==> src/rtl/tdm_demux.sv <==
// tdm_demux: receive side of the TDM link. It collects N_CH slot samples per
// frame into shadow registers and publishes the whole frame at once on
// ch_out. It hunts for sync, runs while framing holds, and flags framing
// errors.
module tdm_demux #(
  parameter int N_CH = 4,
  parameter int W    = 1,
  parameter int SW   = (N_CH > 1) ? $clog2(N_CH) : 1
) (
  input  logic              clk,
  input  logic              rst,
  input  logic [W-1:0]      din,
  input  logic              sync,
  output logic [N_CH*W-1:0] ch_out,
  output logic              frame_valid,
  output logic [SW-1:0]     slot,
  output logic              locked,
  output logic              err
);

  typedef enum logic {HUNT = 1'b0, RUN = 1'b1} state_t;

  localparam logic [SW-1:0] LAST_SLOT = SW'(N_CH - 1);

  state_t                  r_state;
  logic [SW-1:0]           r_slot;
  // Slots 0..N_CH-2 wait here. The last slot goes straight to ch_out, so
  // ch_out only ever changes once a whole frame has been collected.
  logic [(N_CH-1)*W-1:0]   r_shadow;
  logic [N_CH*W-1:0]       r_ch_out;
  logic                    r_frame_valid;
  logic                    r_err;

  // Framing FSM, slot counter, shadow capture and frame publish.
  always_ff @(posedge clk) begin
    // NOTE: all state here uses non-blocking assignments. Every branch then
    // reads the pre-edge values of r_slot and r_shadow, whatever the
    // statement order.
    if (rst) begin
      // NOTE: the shadow registers are cleared on reset as well. A frame that
      // is only partly collected must not leak into the next published frame.
      r_state       <= HUNT;
      r_slot        <= '0;
      r_shadow      <= '0;
      r_ch_out      <= '0;
      r_frame_valid <= 1'b0;
      r_err         <= 1'b0;
    end else begin
      r_frame_valid <= 1'b0;
      r_err         <= 1'b0;
      unique case (r_state)
        HUNT: begin
          if (sync) begin
            r_shadow[0 +: W] <= din;
            r_slot           <= SW'(1);
            r_state          <= RUN;
          end
        end
        RUN: begin
          if (sync) begin
            // A sync mid-frame drops the partial frame. The sync cycle itself
            // becomes slot 0 of a new frame.
            if (r_slot != '0) r_err <= 1'b1;
            r_shadow[0 +: W] <= din;
            r_slot           <= SW'(1);
          end else if (r_slot == '0) begin
            // Expected sync did not arrive: lose lock and drop the sample.
            r_err   <= 1'b1;
            r_state <= HUNT;
          end else if (r_slot == LAST_SLOT) begin
            r_ch_out      <= {din, r_shadow};
            r_frame_valid <= 1'b1;
            r_slot        <= '0;
          end else begin
            for (int k = 1; k < N_CH - 1; k++) begin
              if (r_slot == SW'(k)) r_shadow[k*W +: W] <= din;
            end
            r_slot <= r_slot + SW'(1);
          end
        end
        default: r_state <= HUNT;
      endcase
    end
  end

  assign ch_out      = r_ch_out;
  assign frame_valid = r_frame_valid;
  assign slot        = r_slot;
  assign locked      = (r_state == RUN);
  assign err         = r_err;

endmodule

==> config.mk <==
export PLATFORM = sky130hd
export DESIGN_NAME = tdm_demux
export DESIGN_NICKNAME = d
export VERILOG_FILES = /design/src/rtl/tdm_demux.sv
export SDC_FILE = /design/constraint.sdc
export NUM_CORES = 1
export LEC_CHECK = 0
export CORE_AREA = 4 4 41 43
export DETAILED_ROUTE_END_ITERATION = 6
export DIE_AREA = 0 0 45 47
export DONT_BUFFER_PORTS = 1
export HOLD_SLACK_MARGIN = 0.12
export SLEW_MARGIN = 20
export SYNTH_ARGS = -nofsm -noshare
export SYNTH_HDL_FRONTEND = slang
export SYNTH_SLANG_ARGS = --single-unit
==> constraint.sdc <==
create_clock -name clk -period 4.34 [get_ports clk]
set_input_delay 0.868 -clock clk [delete_from_list [all_inputs] [get_ports clk]]
set_output_delay 0.868 -clock clk [all_outputs]
set_load 0.01 [all_outputs]
==> results of run 1 <==
power breakdown:
group | internal [mW] | switching (mW) | leakage [nW] | total (mW)
clock network | 0.0320 | 0.0333 | 0.0138 | 0.0653
registers | 0.113 | 0.00419 | 0.0976 | 0.117
logic | 0.00536 | 0.00468 | 0.180 | 0.0100
total | 0.150 | 0.0422 | 0.292 | 0.192
stage by stage:
stage / setup slack (ns) / power (mW)
floorplan: 2.690 / 0.1282
detailed placement: 2.594 / 0.1296
CTS: 2.642 / 0.1977
global placement: 2.593 / 0.1297
global route: 2.483 / 0.2061
finish: 2.674 / 0.1921
flip-flops by register name (all words and copies together) (netlist names):
name         count
ch_out           4
r_shadow         3
slot             2
err              1
frame_valid      1
locked           1
metal layers:
metal  up-vias  routed length [µm]  global-route usage  share of wire
met5         -                   0                   0              0
met4         0                   0             0.01754              0
met3         0                 114             0.08812           0.13
met2        13                 383              0.1497           0.44
met1       168                 371              0.1157           0.43
li1        174                   -                   -              -
logic make-up (layout without fill, tap and decap cells):
family / count (synthesis) / count (layout) / share of synthesized area
AOI/OAI and AO/OA: 1 / 1 / 0.009315
adders and majority gates: 7 / 7 / 0.1632
buffers and inverters: 5 / 7 / 0.03495
DFF: 12 / 12 / 0.4476
muxes: 9 / 9 / 0.1678
and+or+nand+nor: 17 / 17 / 0.1772
layout by cell type, fill, tap and decap left out:
| cell | instances |
|---|---|
| a21oi_1 | 1 |
| inv_1 | 4 |
| dfxtp_1 | 12 |
| and2b_2 | 1 |
| nor2_1 | 10 |
| and4b_2 | 1 |
| mux2i_1 | 9 |
| nor3_1 | 1 |
| clkbuf_4 | 3 |
| ha_1 | 7 |
| nand3_1 | 1 |
| nand4b_1 | 2 |
| and3b_2 | 1 |
how the worst max path moves through the flow:
stage,depth (start not counted),endpoint
2_1_floorplan,5,ch_out[0]
3_3_place_gp,5,ch_out[0]
3_5_place_dp,5,ch_out[1]
4_1_cts,7,ch_out[3]
5_1_grt,7,ch_out[0]
6_report,7,ch_out[3]
final cells by class:
cell class / instances / share of cell area
tap: 15 / 0.03268
multi-input combinational: 34 / 0.4837
clock buffer: 3 / 0.03922
inverter: 4 / 0.02614
sequential: 12 / 0.4183
tightest hold or removal path, delay by kind of cell, from the launching register on:
family / cells / cell delay (ns)
flops: 1 / 0.33
simple gates: 1 / 0.07
mux: 1 / 0.06
==> flow_summary.json, run 1 <==
{
  "status": "complete, no violations",
  "multi_input_area_um2": 277.8,
  "final_area_um2": 574.3,
  "worst_slew_pin_slew_ns": 0.3097,
  "hold_path.startpoint": "r_shadow[2]",
  "vias": 355,
  "min_to": "ch_out[2]",
  "post_cts_buffers": 0,
  "rows": 13,
  "leakagePower_nw": 0.2919,
  "syn_avg_cell_area_um2": 10.52,
  "maxSlewViolCount": 0,
  "report.final.setup_viol": 0,
  "grt_pass1_wl_mm": 1.497,
  "synth_common_cells": "12 x dfxtp_1, 10 x nor2_1, 9 x mux2i_1",
  "place_area_um2": 551.8,
  "ys.flop_type": "dfxtp_1",
  "grt_max_degree": 13,
  "synth_area_leader_cell": "dfxtp_1",
  "vias_per_cell": 5.221,
  "drv_cap": 0,
  "worstPathArrival_ns": 1.83,
  "ctsResizeCount": 0,
  "peakVddDrop_v": 0.0002519,
  "cp.required_ns": 4.50,
  "initial_core_util": 0.4125,
  "track_usage": 0.1025,
  "cp.buffers_inverters": 2,
  "synthArstFlopShare": 0,
  "reg2reg_to": "ch_out[3]",
  "max_freq_ghz": 0.6003,
  "cp-end-kind": "flip-flop",
  "fin_hold_ws_ns": 0.4949,
  "hold-path-cell-count": 2,
  "hold_violations": 0,
  "nFillCells": 134,
  "yosysUniqueCellTypes": 13,
  "rsz0062_at_grt": "no",
  "clkLatencyLatePin_ns": 0.26,
  "wl_um": 869,
  "antenna_left": 0,
  "drt_iter0_markers": 8,
  "startpoint": "slot[0]",
  "pin_count": 13,
  "layout-drive-gt1-share": 0.1132,
  "worstHoldPathType": "flip-flop to flip-flop",
  "overflow": 0,
  "netlist_top_cells_area": "dfxtp_1 45%, mux2i_1 17%, ha_1 16%",
  "synth_area_um2": 536.8,
  "synth_edf_count": 0,
  "slowest_stage": "dfxtp_1",
  "worstSetupPathType": "flip-flop to flip-flop",
  "crit_path_max_fanout": 7,
  "antenna_found_initial": 0,
  "htree_levels": 1,
  "ys.warnings.count": 0,
  "grt_pass1_vias": 339,
  "drtPass1Iterations": 2,
  "dieArea_um2": 2115,
  "place_inst": 65,
  "yosysTopAreaCellShare": 0.4476,
  "hold_buffers": 0,
  "r2r_cells": 7,
  "cts_tree": "built",
  "cts_root_buf": "clkbuf_4",
  "routedWlPerCell_um": 12.78,
  "clk_pin_slew_ns": 0.07,
  "fin_skew_ns": 0.002827,
  "core_area_um2": 1301,
  "fin_crit_sh": 0.3839,
  "drc_errors": 0,
  "synth-seq-area-share": 0.4476,
  "ys_ff_latch": 12,
  "final_util": 0.4413,
  "syn-instance-count": 51,
  "gp_congestion": 0.7108,
  "fin_nets": 66,
  "diodes": 0,
  "cp-start-kind": "flip-flop",
  "die_w_um": 45,
  "port-buffer-count": 0,
  "area_growth_pct": 6.993,
  "critical_path.top_delay_family": "flip-flops",
  "regArea_um2": 240.2,
  "period_minus_slack_ns": 1.666,
  "r2r_start": "slot[0]",
  "clkSinkCount": 12,
  "die_h_um": 47,
  "cts.path.max_buffers": 2,
  "r2r_setup_slack_ns": 2.67,
  "cpPeakStageDelay_ns": 0.50,
  "synth.most_common_cell": "dfxtp_1",
  "cts_buffers": 3,
  "finalNonFillerCells": 68,
  "power_density_nw_per_um2": 334.6,
  "syn_nets": 62,
  "crit_chain": "inv_1, ha_1, inv_1, ha_1, nand3_1, mux2i_1, nor2_1",
  "maxSlewHeadroom": 0.7933,
  "tns_ns": 0
}
Power figures use the tool's default switching activity.
==> run 2, diff against run 1 <==
clock period = 1.7 ns   (was 4.34 ns; I/O delays follow)
==> run 2 against run 1 <==
Utilization increased by 4.5 points. Fmax rose by 19%. Final area increased by 10%. Highest routed layer is now met4. Combinational power rose to 4.2 times the previous value. Largest cell class unchanged. Critical path depth is the same. Total power rose to 3.0 times the previous value. Sequential power grew to 2.5 times the previous value. Clock power rose to 3.6 times the previous value. Register-to-register slack worse by 2.4 ns.
==> flow_summary.json, run 2 (synthesis results as in run 1) <==
{
  "status": "complete, no violations",
  "htree_levels": 1,
  "leakagePower_nw": 0.3220,
  "dieArea_um2": 2115,
  "switching_power_uw": 133.2,
  "cp.required_ns": 1.87,
  "worstHoldPathType": "input port to flip-flop",
  "pwr-share-clk": 0.413,
  "crit_path_max_fanout": 4,
  "layout-drive-gt1-share": 0.1525,
  "antenna_found_initial": 0,
  "clkSinkCount": 12,
  "report.final.setup_viol": 0,
  "hold_buffers": 1,
  "core_area_um2": 1301,
  "diodes": 0,
  "power_density_nw_per_um2": 903.2,
  "final_common_cell": "dfxtp_1",
  "pin_count": 13,
  "peakVddDrop_v": 0.0003502,
  "ctsResizeCount": 0,
  "cp-end-kind": "flip-flop",
  "fin_crit_sh": 0.8210,
  "slowest_stage": "dfxtp_1",
  "drt_iter0_markers": 3,
  "post_cts_buffers": 0,
  "tns_ns": 0,
  "cpPeakStageDelay_ns": 0.31,
  "grt_pass1_vias": 372,
  "seqPwrFrac": 0.513,
  "r2r_cells": 7,
  "fin_nets": 71,
  "vias_per_cell": 5.108,
  "clk_pin_slew_ns": 0.08,
  "port-buffer-count": 0,
  "track_usage": 0.1183,
  "combPwrFrac": 0.074,
  "routedWlPerCell_um": 13.47,
  "wl_um": 997,
  "max_freq_ghz": 0.7165,
  "drv_cap": 0,
  "period_minus_slack_ns": 1.396,
  "r2r_start": "slot[0]",
  "cts_tree": "built",
  "internal_power_uw": 438.7,
  "cp-start-kind": "flip-flop",
  "antenna_left": 0,
  "hold-path-cell-count": 2,
  "vias": 378,
  "reg2reg_to": "ch_out[2]",
  "largest_reg_flops": 4,
  "rsz0062_at_grt": "no",
  "maxSlewViolCount": 0,
  "die_w_um": 45,
  "cts.path.max_buffers": 2,
  "final_util": 0.4865,
  "fin_skew_ns": 0.002917,
  "worst_slew_pin_slew_ns": 0.2901,
  "gp_congestion": 0.7377,
  "clkLatencyLatePin_ns": 0.28,
  "hold_violations": 0,
  "crit_chain": "inv_1, ha_1, inv_1, ha_1, nand3_1, mux2i_1, nor2_1",
  "p_sw_frac": 0.2329,
  "min_to": "locked",
  "finalNonFillerCells": 74,
  "worstSetupPathType": "flip-flop to flip-flop",
  "rows": 13,
  "final_cell_mix": "12 x dfxtp_1, 10 x nor2_1, 9 x mux2i_1",
  "hpwl_um": 705.2,
  "die_h_um": 47,
  "grt_max_degree": 8,
  "place_inst": 67,
  "r2r_setup_slack_ns": 0.30,
  "overflow": 0,
  "cts_buffers": 3,
  "cts_root_buf": "clkbuf_4",
  "initial_core_util": 0.4125,
  "maxSlewHeadroom": 0.8063,
  "grt_pass1_wl_mm": 1.669,
  "drtPass1Iterations": 4,
  "drc_errors": 0,
  "worstPathArrival_ns": 1.57,
  "p_total_uw": 571.8,
  "area_growth_pct": 17.95,
  "hold_path.startpoint": "sync"
}
[run 2: worst max-delay path by stage]
| stage | start | to | slack [ns] | depth (start not counted) |
|---|---|---|---|---|
| final | slot[0] | ch_out[2] | 0.30 | 7 |
| after CTS | slot[0] | ch_out[2] | 0.29 | 7 |
| after global placement | slot[0] | ch_out[3] | 0.33 | 7 |
| after global routing | slot[0] | ch_out[3] | 0.15 | 7 |
| after floorplan | slot[0] | ch_out[0] | 0.23 | 7 |
| after detailed placement | slot[0] | ch_out[0] | 0.31 | 7 |
[run 2: final cells by class]
class | instances | area [µm²]
Fill cell | 137 | 668.1
Multi-Input combinational cell | 34 | 277.8
Sequential cell | 12 | 240.2
Timing Repair Buffer | 5 | 45.04
Clock buffer | 4 | 36.28
Tap cell | 15 | 18.77
Inverter | 4 | 15.01
[run 2: layer usage]
layer / wire (µm) / vias up / global-route usage
li1: - / 188 / -
met1: 477 / 171 / 0.1432
met2: 383 / 14 / 0.1469
met3: 94 / 5 / 0.05364
met4: 41 / 0 / 0.1228
met5: 0 / - / 0
[run 2: per-stage QoR]
| step | cell area, µm² | hold WS [ns] | worst slack, ns |
|---|---|---|---|
| after floorplan | 536.8 | 0.4193 | 0.2272 |
| after global placement | 566.8 | 0.4150 | 0.3346 |
| after detailed placement | 566.8 | 0.4158 | 0.3082 |
| after CTS | 613.1 | 0.1200 | 0.2904 |
| after global routing | 633.1 | 0.1624 | 0.1542 |
| final | 633.1 | 0.1817 | 0.3043 |
[run 2: worst max-delay path: cells and delay by family, from the launching register on]
| kind | cells | cell delay (ns) |
|---|---|---|
| multiplexers | 1 | 0.23 |
| buffers and inverters | 2 | 0.14 |
| adder cells (fa/ha/maj) | 2 | 0.32 |
| flip-flops | 1 | 0.31 |
| AND/OR/NAND/NOR | 2 | 0.28 |
[run 2: power groups by stage]
stage	registers [mW]	logic, mW	clock network [mW]
2_1_floorplan	0.302	0.0250	0
3_3_place_gp	0.300	0.0335	0
3_5_place_dp	0.300	0.0336	0
4_1_cts	0.294	0.0379	0.238
5_1_grt	0.295	0.0480	0.252
6_report	0.293	0.0423	0.236
==> run 3, diff against run 2 <==
clock period = 1.4 ns   (was 1.7 ns; I/O delays follow)
==> run 3 against run 2 <==
Critical path depth fell by 1. Wire length fell by 1.5%. Die area did not move. Sequential power rose by 22%. Global-route usage fell by 0.39 points. Cell count rose by 1.4%. Non-clock buffer count rose by 1. Combinational power rose by 30%. Clock power rose by 16%. Via count fell by 2.4%. Total power rose by 20%. Critical path type unchanged.
==> flow_summary.json, run 3 (synthesis results as in run 1) <==
{
  "status": "complete, no violations",
  "htree_levels": 1,
  "cts_root_buf": "clkbuf_4",
  "port-buffer-count": 0,
  "power_density_nw_per_um2": 1051,
  "fin_skew_ns": 0.001516,
  "worstHoldPathType": "input port to flip-flop",
  "dieArea_um2": 2115,
  "cts_tree": "built",
  "multi_input_area_um2": 290.3,
  "nFillCells": 125,
  "routedWlPerCell_um": 13.09,
  "worstPathArrival_ns": 1.46,
  "r2r_cells": 6,
  "hpwl_um": 723.2,
  "maxSlewViolCount": 0,
  "slowest_stage": "dfxtp_2",
  "post_cts_buffers": 0,
  "layout-drive-gt1-share": 0.2500,
  "diodes": 0,
  "hold-path-cell-count": 2,
  "regArea_um2": 242.7,
  "r2r_setup_slack_ns": 0.09,
  "cts_buffers": 3,
  "worstSetupPathType": "flip-flop to flip-flop",
  "cp-start-kind": "flip-flop",
  "maxSlewHeadroom": 0.7449,
  "drc_errors": 0,
  "min_to": "locked",
  "place_inst": 69,
  "cp.buffers_inverters": 2,
  "crit_path_max_fanout": 3,
  "core_area_um2": 1301,
  "cp.required_ns": 1.55,
  "hold_violations": 0,
  "fin_crit_sh": 0.9390,
  "place_area_um2": 584.3,
  "final_area_um2": 653.1,
  "peakVddDrop_v": 0.0004769,
  "vias": 369,
  "drt_iter0_markers": 2,
  "grt_pass1_vias": 388,
  "final_cell_mix": "10 x nor2_1, 10 x dfxtp_1, 9 x mux2i_1",
  "area_growth_pct": 21.68,
  "cp-end-kind": "flip-flop",
  "critical_path.top_delay_family": "flip-flops",
  "wl_um": 982,
  "die_w_um": 45,
  "worst_slew_pin_slew_ns": 0.3813,
  "cts.path.max_buffers": 2,
  "report.final.setup_viol": 0,
  "pin_count": 13,
  "grt_pass1_wl_mm": 1.662,
  "final_util": 0.5019,
  "die_h_um": 47,
  "clkLatencyLatePin_ns": 0.27,
  "gp_congestion": 0.6969,
  "fin_hold_ws_ns": 0.1294,
  "tns_ns": 0,
  "track_usage": 0.1145,
  "r2r_start": "slot[0]",
  "largest_reg_flops": 4,
  "finalNonFillerCells": 75,
  "initial_core_util": 0.4125,
  "antenna_found_initial": 0,
  "drtPass1Iterations": 3,
  "clk_pin_slew_ns": 0.07,
  "grt_max_degree": 11,
  "crit_chain": "inv_2, buf_4, ha_1, and2b_2, mux2i_1, a21oi_1",
  "hold_path.startpoint": "sync",
  "period_minus_slack_ns": 1.315,
  "max_freq_ghz": 0.7607,
  "reg2reg_to": "slot[0]",
  "drv_cap": 0,
  "clkSinkCount": 12,
  "rows": 13,
  "cpPeakStageDelay_ns": 0.33,
  "vias_per_cell": 4.920,
  "fin_nets": 72,
  "rsz0062_at_grt": "no",
  "overflow": 0,
  "antenna_left": 0,
  "leakagePower_nw": 0.3268
}
## run 3: cell types whose count changed in the layout (fill, tap and decap cells not counted)
cell | before | now
inv_2 | 0 | 1
nand3_1 | 1 | 0
dfxtp_2 | 0 | 2
nand3_4 | 0 | 1
dlygate4sd3_1 | 3 | 2
buf_4 | 2 | 4
inv_1 | 4 | 3
dfxtp_1 | 12 | 10
## run 3: layout make-up
type | count | share of cell area
Multi-Input combinational cell | 34 | 0.4444
Sequential cell | 12 | 0.3716
Timing Repair Buffer | 6 | 0.07663
Clock buffer | 4 | 0.05556
Tap cell | 15 | 0.02874
Inverter | 4 | 0.02299
## run 3: metal layers
layer,share of wire,vias to the layer above,track usage
met5,0,-,0
met1,0.44,164,0.1227
met4,0.010,0,0.05263
met2,0.44,13,0.1780
li1,-,190,-
met3,0.11,2,0.07280
## run 3: how the worst max path moves through the flow
stage / start / endpoint / slack, ns / cells past startpoint
2_1_floorplan: slot[0] / ch_out[0] / 0.03 / 7
5_1_grt: slot[0] / r_shadow[2] / 0.001 / 6
6_report: slot[0] / slot[0] / 0.09 / 6
3_5_place_dp: slot[1] / ch_out[1] / 0.04 / 7
4_1_cts: slot[1] / ch_out[1] / 0.003 / 7
3_3_place_gp: slot[1] / ch_out[0] / 0.05 / 7
## run 3: through the flow
| step | worst slack [ns] | power, mW |
|---|---|---|
| 2_1_floorplan | 0.02714 | 0.3979 |
| 3_3_place_gp | 0.04518 | 0.4090 |
| 3_5_place_dp | 0.03687 | 0.4108 |
| 4_1_cts | 0.003049 | 0.6955 |
| 5_1_grt | 0.001458 | 0.7232 |
| 6_report | 0.08545 | 0.6867 |
## run 3: power by group
group | switching (mW) | total (mW) | leakage (nW) | internal (mW)
clock | 0.115 | 0.273 | 0.0210 | 0.158
sequential | 0.00905 | 0.358 | 0.0983 | 0.349
combinational | 0.0279 | 0.0552 | 0.208 | 0.0273
total | 0.152 | 0.687 | 0.327 | 0.535
## run 3: timing repair
action                     in CTS  in global routing
hold endpoints to repair       10                  0
resized for setup               0                  3
setup endpoints to repair       0                  6
hold buffers                    2                  0
